--- src/rtl/gpr_wb_arbiter.sv ---
// gpr_wb_arbiter
//   Owns the single GPR write port. In-order pipeline writeback (port A) and
//   long-latency results (port B: mul/div, load refill) compete for it. B
//   results wait in a B_DEPTH-entry FIFO. A normally wins, and a starvation
//   counter forces a stall so that the B head eventually drains.
//
//   Optional feature macro: GPR_WB_BYPASS_EN. When it is defined, an empty
//   FIFO with no A grant writes a valid B request straight to the GPR port
//   (1-edge latency, no enqueue). When it is undefined, every B request goes
//   through the FIFO.
//
// Ports
//   clk, reset                  posedge clock, asynchronous active-high reset
//   a_valid/a_addr/a_data/a_be  pipeline writeback (no backpressure)
//   b_valid/b_ready             long-latency handshake
//   b_addr/b_data/b_be          long-latency payload
//   rs_addr, rt_addr            decode source addresses
//   rs_pending, rt_pending      combinational hit on a valid FIFO entry (addr != 0)
//   stall_o                     registered; pipeline must hold a_valid=0 in this cycle
//   wr_o/wr_addr_o/wr_data_o/wr_be_o  registered GPR write (commits at next negedge)
//   b_count                     FIFO occupancy
//   err_o                       sticky: a_valid seen while stall_o=1
//
// Handshake: a B transfer happens at a posedge where b_valid && b_ready.
// b_ready depends only on the registered occupancy, never on b_valid. A null
// request (addr==0 or be==0) still completes the handshake but is dropped.
module gpr_wb_arbiter #(
  parameter int ADDR_WIDTH   = 5,
  parameter int DATA_WIDTH   = 32,
  parameter int B_DEPTH      = 4,
  parameter int STARVE_LIMIT = 8
) (
  input  logic                          clk,
  input  logic                          reset,
  input  logic                          a_valid,
  input  logic [ADDR_WIDTH-1:0]         a_addr,
  input  logic [DATA_WIDTH-1:0]         a_data,
  input  logic [DATA_WIDTH/8-1:0]       a_be,
  input  logic                          b_valid,
  output logic                          b_ready,
  input  logic [ADDR_WIDTH-1:0]         b_addr,
  input  logic [DATA_WIDTH-1:0]         b_data,
  input  logic [DATA_WIDTH/8-1:0]       b_be,
  input  logic [ADDR_WIDTH-1:0]         rs_addr,
  input  logic [ADDR_WIDTH-1:0]         rt_addr,
  output logic                          rs_pending,
  output logic                          rt_pending,
  output logic                          stall_o,
  output logic                          wr_o,
  output logic [ADDR_WIDTH-1:0]         wr_addr_o,
  output logic [DATA_WIDTH-1:0]         wr_data_o,
  output logic [DATA_WIDTH/8-1:0]       wr_be_o,
  output logic [$clog2(B_DEPTH):0]      b_count,
  output logic                          err_o
);

  localparam int PTR_W = $clog2(B_DEPTH);
  localparam int CNT_W = PTR_W + 1;
  localparam int BE_W  = DATA_WIDTH / 8;
  localparam int AGE_W = $clog2(STARVE_LIMIT + 1);
  localparam logic [CNT_W-1:0] FULL_CNT = CNT_W'(B_DEPTH);
  localparam logic [AGE_W-1:0] AGE_MAX  = AGE_W'(STARVE_LIMIT - 1);

  typedef struct packed {
    logic [ADDR_WIDTH-1:0] addr;
    logic [DATA_WIDTH-1:0] data;
    logic [BE_W-1:0]       be;
  } entry_t;

  entry_t mem_q [B_DEPTH];

  logic [PTR_W-1:0]      rd_ptr_q, rd_ptr_d, wr_ptr_q, wr_ptr_d;
  logic [CNT_W-1:0]      count_q, count_d;
  logic [AGE_W-1:0]      age_q, age_d;
  logic                  stall_q, stall_d, err_q, err_d;
  logic                  wr_q, wr_d;
  logic [ADDR_WIDTH-1:0] waddr_q, waddr_d;
  logic [DATA_WIDTH-1:0] wdata_q, wdata_d;
  logic [BE_W-1:0]       wbe_q, wbe_d;

  logic   a_ok, b_ok, empty, full, pop, push, bypass, loss;
  entry_t head;
  logic [B_DEPTH-1:0] slot_vld;

  assign a_ok  = a_valid && (a_addr != '0) && (a_be != '0);
  assign b_ok  = b_valid && (b_addr != '0) && (b_be != '0);
  assign empty = (count_q == '0);
  assign full  = (count_q == FULL_CNT);
  assign head  = mem_q[rd_ptr_q];

`ifdef GPR_WB_BYPASS_EN
  assign b_ready = !full || empty;
  assign bypass  = !a_ok && empty && b_ok;
`else
  assign b_ready = !full;
  assign bypass  = 1'b0;
`endif

  // A always wins. Otherwise the FIFO head is popped. A B request taken on
  // the bypass path is never also enqueued.
  assign pop  = !a_ok && !empty;
  assign push = b_valid && b_ready && b_ok && !bypass;
  assign loss = a_ok && !empty;

  assign rd_ptr_d = rd_ptr_q + PTR_W'(pop);
  assign wr_ptr_d = wr_ptr_q + PTR_W'(push);
  assign count_d  = count_q + CNT_W'(push) - CNT_W'(pop);

  // The age counter saturates at STARVE_LIMIT-1. Each further loss at that
  // level asserts stall_o again.
  assign age_d   = loss ? ((age_q == AGE_MAX) ? age_q : age_q + AGE_W'(1)) : '0;
  assign stall_d = loss && (age_q == AGE_MAX);
  assign err_d   = err_q || (a_valid && stall_q);

  always_comb begin
    wr_d    = 1'b0;
    waddr_d = waddr_q;
    wdata_d = wdata_q;
    wbe_d   = wbe_q;
    if (a_ok) begin
      wr_d = 1'b1; waddr_d = a_addr; wdata_d = a_data; wbe_d = a_be;
    end else if (pop) begin
      wr_d = 1'b1; waddr_d = head.addr; wdata_d = head.data; wbe_d = head.be;
    end else if (bypass) begin
      wr_d = 1'b1; waddr_d = b_addr; wdata_d = b_data; wbe_d = b_be;
    end
  end

  // A slot is valid when its distance from the read pointer is less than
  // the occupancy. An entry that is popped has already left by the next cycle.
  always_comb begin
    slot_vld = '0;
    for (int i = 0; i < B_DEPTH; i++) begin
      slot_vld[i] = ({1'b0, PTR_W'(PTR_W'(i) - rd_ptr_q)} < count_q);
    end
  end

  always_comb begin
    rs_pending = 1'b0;
    rt_pending = 1'b0;
    for (int i = 0; i < B_DEPTH; i++) begin
      if (slot_vld[i] && (rs_addr != '0) && (mem_q[i].addr == rs_addr)) rs_pending = 1'b1;
      if (slot_vld[i] && (rt_addr != '0) && (mem_q[i].addr == rt_addr)) rt_pending = 1'b1;
    end
  end

  // The storage array has no reset. An entry becomes visible only through count_q.
  always_ff @(posedge clk) begin
    if (push) mem_q[wr_ptr_q] <= '{addr: b_addr, data: b_data, be: b_be};
  end

  always_ff @(posedge clk or posedge reset) begin
    if (reset) begin
      rd_ptr_q <= '0;
      wr_ptr_q <= '0;
      count_q  <= '0;
      age_q    <= '0;
      stall_q  <= 1'b0;
      err_q    <= 1'b0;
      wr_q     <= 1'b0;
      waddr_q  <= '0;
      wdata_q  <= '0;
      wbe_q    <= '0;
    end else begin
      rd_ptr_q <= rd_ptr_d;
      wr_ptr_q <= wr_ptr_d;
      count_q  <= count_d;
      age_q    <= age_d;
      stall_q  <= stall_d;
      err_q    <= err_d;
      wr_q     <= wr_d;
      waddr_q  <= waddr_d;
      wdata_q  <= wdata_d;
      wbe_q    <= wbe_d;
    end
  end

  assign stall_o   = stall_q;
  assign err_o     = err_q;
  assign wr_o      = wr_q;
  assign wr_addr_o = waddr_q;
  assign wr_data_o = wdata_q;
  assign wr_be_o   = wbe_q;
  assign b_count   = count_q;

endmodule
--- config.mk ---
export PLATFORM = sky130hd
export DESIGN_NAME = gpr_wb_arbiter
export DESIGN_NICKNAME = d
export VERILOG_FILES = /design/src/rtl/gpr_wb_arbiter.sv
export SDC_FILE = /design/constraint.sdc
export NUM_CORES = 1
export LEC_CHECK = 0
export ABC_AREA = 1
export ABC_CLOCK_PERIOD_IN_PS = 5650
export CAP_MARGIN = 20
export CORE_AREA = 4 4 254 132
export DETAILED_ROUTE_END_ITERATION = 6
export DIE_AREA = 0 0 258 136
export PLACE_DENSITY = 0.53
export SLEW_MARGIN = 20
export SYNTH_ARGS = -nofsm -noshare
export SYNTH_HDL_FRONTEND = slang
export SYNTH_SLANG_ARGS = --single-unit
export TNS_END_PERCENT = 20
--- constraint.sdc ---
create_clock -name clk -period 5.65 [get_ports clk]
set_input_delay 1.695 -clock clk [delete_from_list [all_inputs] [get_ports clk]]
set_output_delay 1.695 -clock clk [all_outputs]
set_load 0.1 [all_outputs]
# Yosys cells after proc, flatten, opt, wreduce, memory -nomap -nowiden
# Memory sizes are Yosys's and may differ from the RTL's.
# Index checks and enable logic that the tools add are counted.
# word_totals
inputBits	96
output_inout_bits	50
memories	1
reg_bits	55
ram_bits	164
wordCells	93
# memory_table
memory	depth	width	rd	rd_ports_with_merged_regs	write_ports	line_no	source
mem_q	4	41	5	0	1	70	entry_t mem_q [B_DEPTH];
# classes
n_mux	20
n_addsub	9
n_reduce_logical	38
magnitude_cmp	4
n_eq_ne	11
# op_table
op	n
2-to-1 mux 32 bit	2
equality test 5 bit	8
logical AND 1 bit	26
nonzero test 5 bit	4
2-to-1 mux 4 bit	4
less-than comparator 2 x 3 -> 1 bit	4
2-to-1 mux 1 bit	12
2-to-1 mux 5 bit	2
nonzero test 4 bit	2
adder 2 x 1 -> 2 bit	2
adder 4 x 1 -> 4 bit (second input constant)	1
equality test 4 x 3 -> 1 bit (second input constant)	1
subtractor 1 x 2 -> 2 bit (first input constant)	2
subtractor 2 bit (first input constant)	2
adder 3 x 1 -> 3 bit	1
equality test 3 bit (second input constant)	1
logical NOT 1 bit	3
logical NOT 3 bit	1
subtractor 3 x 1 -> 3 bit	1
!= test 2 bit (second input constant)	1
nonzero test 2 bit	1
logical OR 1 bit	1

# Logic depth before layout (Yosys ltp)
# Gate-level depths: netlist of the first run.
# logic_depth
word_depth	8
mapped_depth	13
depth_no_buf	12

# Worst setup path after synthesis of the first run
# No wires, ideal clock.
# synth_timing
path_type	reg2reg
from	register count_q[1], in the netlist b_count[1]
to	memory mem_q[0][0] (netlist bit) (enable)
setup_ns	0.490
path_slack_ns	-0.128
t_arrival_ns	5.288
path_buffers	0
synth_period_minus_slack_ns	5.778
stages_incl_launch_ff	6
required_ns	5.160
path_cell_list	dfrtp_1 inv_1 nand3_1 and2_1 nand3_1 nor3_1
# synth_via
elab_chain_len	6
# synth_rtl
item	line_no	source
start, declared	73	logic [CNT_W-1:0] count_q, count_d;
start signal, assigned	167	count_q <= count_d;
equality test 3 bit	88	assign full = (count_q == FULL_CNT);
logical NOT 1 bit	95	assign b_ready = !full;
via b_ready	40	output logic b_ready,
logical AND 1 bit (2 in series)	102	assign push = b_valid && b_ready && b_ok && !bypass;
2-to-1 mux 1 bit	149	if (push) mem_q[wr_ptr_q] <= '{addr: b_addr, data: b_data, be: b_be};
2-to-1 mux 1 bit (implied by the code)	149	
end, declared	70	
# The timed path passes the listed nets, and every way through them passes these cells.

# Worst setup path in the final report of the first run
# layout_timing
from	input rt_addr[0]
to	output rt_pending
# layout_via
elab_chain_len	7
word_cells_on_any_way	17
classes_between	eq/ne: 4; mux: 4; reduce/logical: 9
# layout_rtl
item	line_no	source
start, declared	45	input logic [ADDR_WIDTH-1:0] rt_addr,
nonzero test 5 bit	143	if (slot_vld[i] && (rt_addr != '0) && (mem_q[i].addr == rt_addr)) rt_pending = 1'b1;
logical AND 1 bit (2 in series)	143	
2-to-1 mux 1 bit (3 in series)	143	
2-to-1 mux 1 bit *	143	
end, declared	47	output logic rt_pending,
# Mark *: on every way between the ends. The rest lies on a longest branch, timed or not.

==> results of run 1 <==
==> Yosys cell counts (all sizes together), types with 7 or more instances <==
cell type  instances
nand2            298
xor2              14
ha                 7
inv               47
a22oi             39
buf               27
dfrtp             55
nor3               7
edfxtp           164
nand3             74
nor2              44
o21ai             12
nand4             14
==> area by class of cell <==
class	instances	area share
flip-flops and latches	219	0.532
multi-input cells	527	0.218
repair buffers	158	0.133
clock buffers	29	0.0477
well taps	432	0.0456
inverters	48	0.0152
clock inverters	9	0.00845
==> worst register-to-register path, cell delays in order (launching register included) <==
cell     delay [ns]
dfrtp_1        0.43
inv_1          0.18
nand3_1        0.12
and2_1         0.23
nand3_1        0.30
nor3_2         0.80
buf_12         0.34
==> worst min path at each step <==
stage	endpoint	slack (ns)	from
finish	err_o	0.47	err_o
global route	wr_be_o[1]	0.50	wr_be_o[1]
CTS	err_o	0.47	err_o
detailed placement	err_o	0.45	err_o
global placement	err_o	0.44	err_o
floorplan	wr_ptr_q[1]	0.48	wr_ptr_q[1]
==> metrics by stage <==
stage	area, sq um	utilization	TNS, ns
after global placement	11200	0.358	0
after floorplan	9290	-	-21.00
after global routing	11900	0.379	0
after CTS	11900	0.379	0
after detailed placement	11200	0.358	0
final	11900	0.379	0
==> where the power goes <==
part,total (mW),internal (mW),switching [mW]
clock,1.40,0.796,0.604
combinational,2.98,0.738,2.25
sequential,2.36,2.15,0.213
==> cell families (layout without fill, tap and decap cells) <==
group,count (synthesis),count (layout),share of synthesized area
XOR/XNOR,19,19,0.0179
AND/OR/NAND/NOR,439,439,0.200
AO/OA/AOI/OAI,61,61,0.0461
buffers and inverters,77,244,0.0460
adder cells (fa/ha/maj),8,8,0.0116
flip-flops,219,219,0.679
==> layout by cell type, fill, tap and decap left out, drive strengths merged, types with 2 or more instances in the layout <==
cell type	n
a21oi	2
o22ai	6
dfrtp	55
nand4	14
ha	7
nand2	298
nand3	74
inv	49
clkbuf	29
buf	15
xnor2	5
o21ai	12
a22oi	39
edfxtp	164
nor2	44
bufinv	2
clkdlybuf4s50	143
clkinv	6
nor3	7
xor2	14
==> sequential cells by signal, summed over array words and instances, names as in the netlist <==
name and flops:
b_count 3, err_o 1, wr_addr_o 5, wr_be_o 4
rd_ptr_q 2, wr_o 1, wr_data_o 32, wr_ptr_q 2
stall_o 1, mem_q 164, age_q 4
==> metal layers <==
metal	wire [um]	up-vias
met5	20	-
met4	248	2
met3	1270	23
met2	11600	138
met1	13400	3054
li1	-	3117
==> run metrics, run 1 <==
status finished, final reports clean; Placed Cells 1,384; Critical Path Source rt_addr[0]; final hold slack 0.468 ns; Post-Layout Cell Count 1,422; GRT met3 Usage 0.0320; via count 6,334; R2R Path Start b_count[1]; drt total wl 26,500 um; Multi-input gate area 0.00258 sq mm; antenna-violating nets left 0; global route hottest layer met2; Primary FF master, synth edfxtp_1; CP Depth 8; Pre-antenna DRT Iters 7; die width 258 um; reg2reg path depth 6; Critical-path top delay cell clkdlybuf4s50_1; die extent in y 136 um; ranking of synthesized cells by area edfxtp_1 53%, dfrtp_1 15%, nand2_1 12%, nand3_1 3.7%, a22oi_1 3.1%; largest net degree at the start of global routing 43; post-synthesis register bit count 219; # nets final 1,079; num rows 46; critical path class input pin to output pin; # setup viols final 0; antenna cell count 0; Power, Total 6.75 mW; startpoint types input pin; Routed WL per cell 18.6 um; Synth Net Count 927; Critical Path End rt_pending; worst slew pin tran 1.08 ns; DRC 0; post-place setup slack 0.655 ns; share of layout cells above drive strength 1 0.0727; CP most frequent cell nor2_1; Power Dens Cells 569 mW/mm^2; root buf cell clkbuf_16; synthesized cell area 0.00929 sq mm; Yosys top cell area share 0.530; total clock sinks 219; DIE AREA 0.0351 sq mm; asr flop ratio synth 0.251; CP max FO 5; cells after synthesis 823; total leakage power 4.60 nW; CP arrival 3.34 ns; vias in the first global route 6,386; FF-to-FF End mem_q[0][18]; GR Overflow Total 0; layout overhead on the synthesized area 27.6%; CTS Buffer Depth 3; Peak supply drop 0.477 mV; Storage cell area 0.00630 sq mm; antenna violations before repair 1; CP max stage delay 0.52 ns; Core Area 0.0313 sq mm; Top-Level Pins 146; met1 usage 0.222; DRT iter0 DRCs 437; global-route track usage on met2 0.231; Post-synth EDFFs 164; Hold Buf Count CTS 0; Detailed Place HPWL 17,200 um; Hold Fails Final Rpt 0; fin crit period 5.04 ns; clk_lat worst skew 0.51 ns; r2r setup slk 2.92 ns; starting density of the core 0.297; cell family with most CP delay buffers and inverters; Slew Limit Fails 0; Ys Warns 0; FILL cells 3,020; Post-CTS Setup Repair Bufs 0; Setup Skew 0.00796 ns; final worst slack 0.611 ns; worst hold path stage count 1; CTS buffer count 21; HP Class register to register; max-cap viol count 0; total track usage 0.149; post-synthesis sequential area ratio 0.679; first-pass GRT wire length 39,800 um; RSZ-0062 raised after global routing no; Clk pin slew, worst setup/hold paths 0.06 ns; final worst-path cycle share 0.892; CTS tree done; DR vias/cell 4.45; Cell Chain, Critical Path clkdlybuf4s50_1 > inv_1 > nand2_1 > nor2_1 > nor2_1 > nand3_1 > nand4_1 > buf_12; post_cts resized 0; GP Congestion 0.828; Fmax 0.198 GHz; Synth area leader edfxtp_1; Max H-tree Level 1; Worst Path Required 3.95 ns; Slew Limit Headroom 0.281; Buf/Inv on CP 3; Yosys cell types 32; Setup crit end kind output pin; Post-Syn Area per Cell 11.3 sq um; Port Buf Inserts 145
No activity file was read; power rests on OpenSTA's default activity.
==> run 2: changes to the inputs <==
==> constraint.sdc (replaced) <==
create_clock -name clk -period 5.65 [get_ports clk]
set_input_delay 0.565 -clock clk [delete_from_list [all_inputs] [get_ports clk]]
set_output_delay 0.565 -clock clk [all_outputs]
set_load 0.01 [all_outputs]
==> run 2 against run 1 <==
Effect of this change:
- register-to-register slack worse by 0.11 ns
- global-route usage about the same
- combinational power down 38%
- routed wire length down 1.4%
- largest power group is now sequential cells
==> run metrics, run 2 (synthesis results as in run 1) <==
status finished, final reports clean; drt total wl 26,100 um; FILL cells 3,075; max-cap viol count 0; Pre-antenna DRT Iters 5; antenna cell count 0; Buf/Inv on CP 4; HP Class register to register; die width 258 um; Setup Skew 0.0104 ns; GR Overflow Total 0; share of layout cells above drive strength 1 0.0748; critical path class register to output pin; CP arrival 2.81 ns; Critical-path top delay cell clkdlybuf4s50_1; RSZ-0062 raised after global routing no; DR vias/cell 4.50; CTS tree done; Hold Buf Count CTS 0; Setup crit end kind output pin; max reg flops 164; Routed WL per cell 18.4 um; Top-Level Pins 146; placed inst area 0.0112 sq mm; via count 6,393; fin crit period 3.37 ns; DRT iter0 DRCs 490; CP max FO 6; die extent in y 136 um; Power, Total 5.65 mW; antenna-violating nets left 0; Cell Chain, Critical Path nand2_1 > inv_2 > nor2_1 > inv_1 > ha_1 > inv_1 > nor2_1 > nand2_1 > nand2_1 > nor2_1 > nand3_1 > nand4_1 > clkdlybuf4s50_1; worst slew pin tran 0.949 ns; total leakage power 4.61 nW; final worst-path cycle share 0.597; Fmax 0.297 GHz; largest net degree at the start of global routing 56; leading cell type in the layout, fill and taps excluded nand2_1; antenna violations before repair 0; CTS Buffer Depth 3; Storage cell area 0.00630 sq mm; post_cts resized 0; # nets final 1,078; vias in the first global route 6,483; CTS buffer count 21; worst hold path stage count 1; cell family with most CP delay simple AND/OR/NAND/NOR gates; total track usage 0.149; fin area 0.0119 sq mm; DIE AREA 0.0351 sq mm; total clock sinks 219; reg2reg path depth 6; Detailed Place HPWL 17,000 um; Clk pin slew, worst setup/hold paths 0.07 ns; final hold slack 0.474 ns; # setup viols final 0; num rows 46; Power Dens Cells 476 mW/mm^2; Slew Limit Fails 0; TNS Setup 0 ns; final worst slack 2.28 ns; Multi-input gate area 0.00259 sq mm; first-pass GRT wire length 40,000 um; Core Area 0.0313 sq mm; Max H-tree Level 1; CP max stage delay 0.54 ns; Post-CTS Setup Repair Bufs 0; Worst Path Required 5.09 ns; layout overhead on the synthesized area 27.8%; starting density of the core 0.297; Hold Fails Final Rpt 0; clk_lat worst skew 0.51 ns; Most flops, register mem_q; DRC 0; root buf cell clkbuf_16; Peak supply drop 0.241 mV; Port Buf Inserts 145; startpoint types register; commonest non-fill, non-tap cells in the layout 293 x nand2_1, 164 x edfxtp_1, 145 x clkdlybuf4s50_1; post-place setup slack 2.29 ns; CP Depth 13; Slew Limit Headroom 0.367; GP Congestion 0.853
-- run 2: layer usage --
| metal | wire length, um | track usage |
|---|---|---|
| met1 | 13000 | 0.222 |
| met2 | 11400 | 0.229 |
| met5 | 0 | 0 |
| met3 | 1370 | 0.0322 |
| met4 | 290 | 0.0190 |
-- run 2: final timing paths --
kind	startpoint	end	slack [ns]
min in group asynchronous	reset	age_q[2]	0.60
hold / removal	err_o	err_o	0.47
setup / recovery	rd_ptr_q[1]	rt_pending	2.28
hold reg to reg	err_o	err_o	0.47
setup reg to reg	b_count[1]	mem_q[1][15]	2.81
max in group asynchronous	reset	wr_data_o[7]	4.49
-- run 2: stage by stage --
step,utilization,cells
2_1_floorplan,-,823
3_3_place_gp,0.357,1383
3_5_place_dp,0.357,1383
4_1_cts,0.380,1421
5_1_grt,0.380,1421
6_report,0.380,1421
-- run 2: where the power goes --
part / internal, mW / switching, mW
registers: 2.15 / 0.213
logic: 0.729 / 1.12
clock network: 0.828 / 0.614
-- run 2: final cells by class --
class / instances / share of cell area
flip-flops and latches: 219 / 0.531
repair buffers: 157 / 0.131
multi-input cells: 527 / 0.218
clock buffers: 30 / 0.0531
well taps: 432 / 0.0455
inverters: 48 / 0.0152
clock inverters: 8 / 0.00632
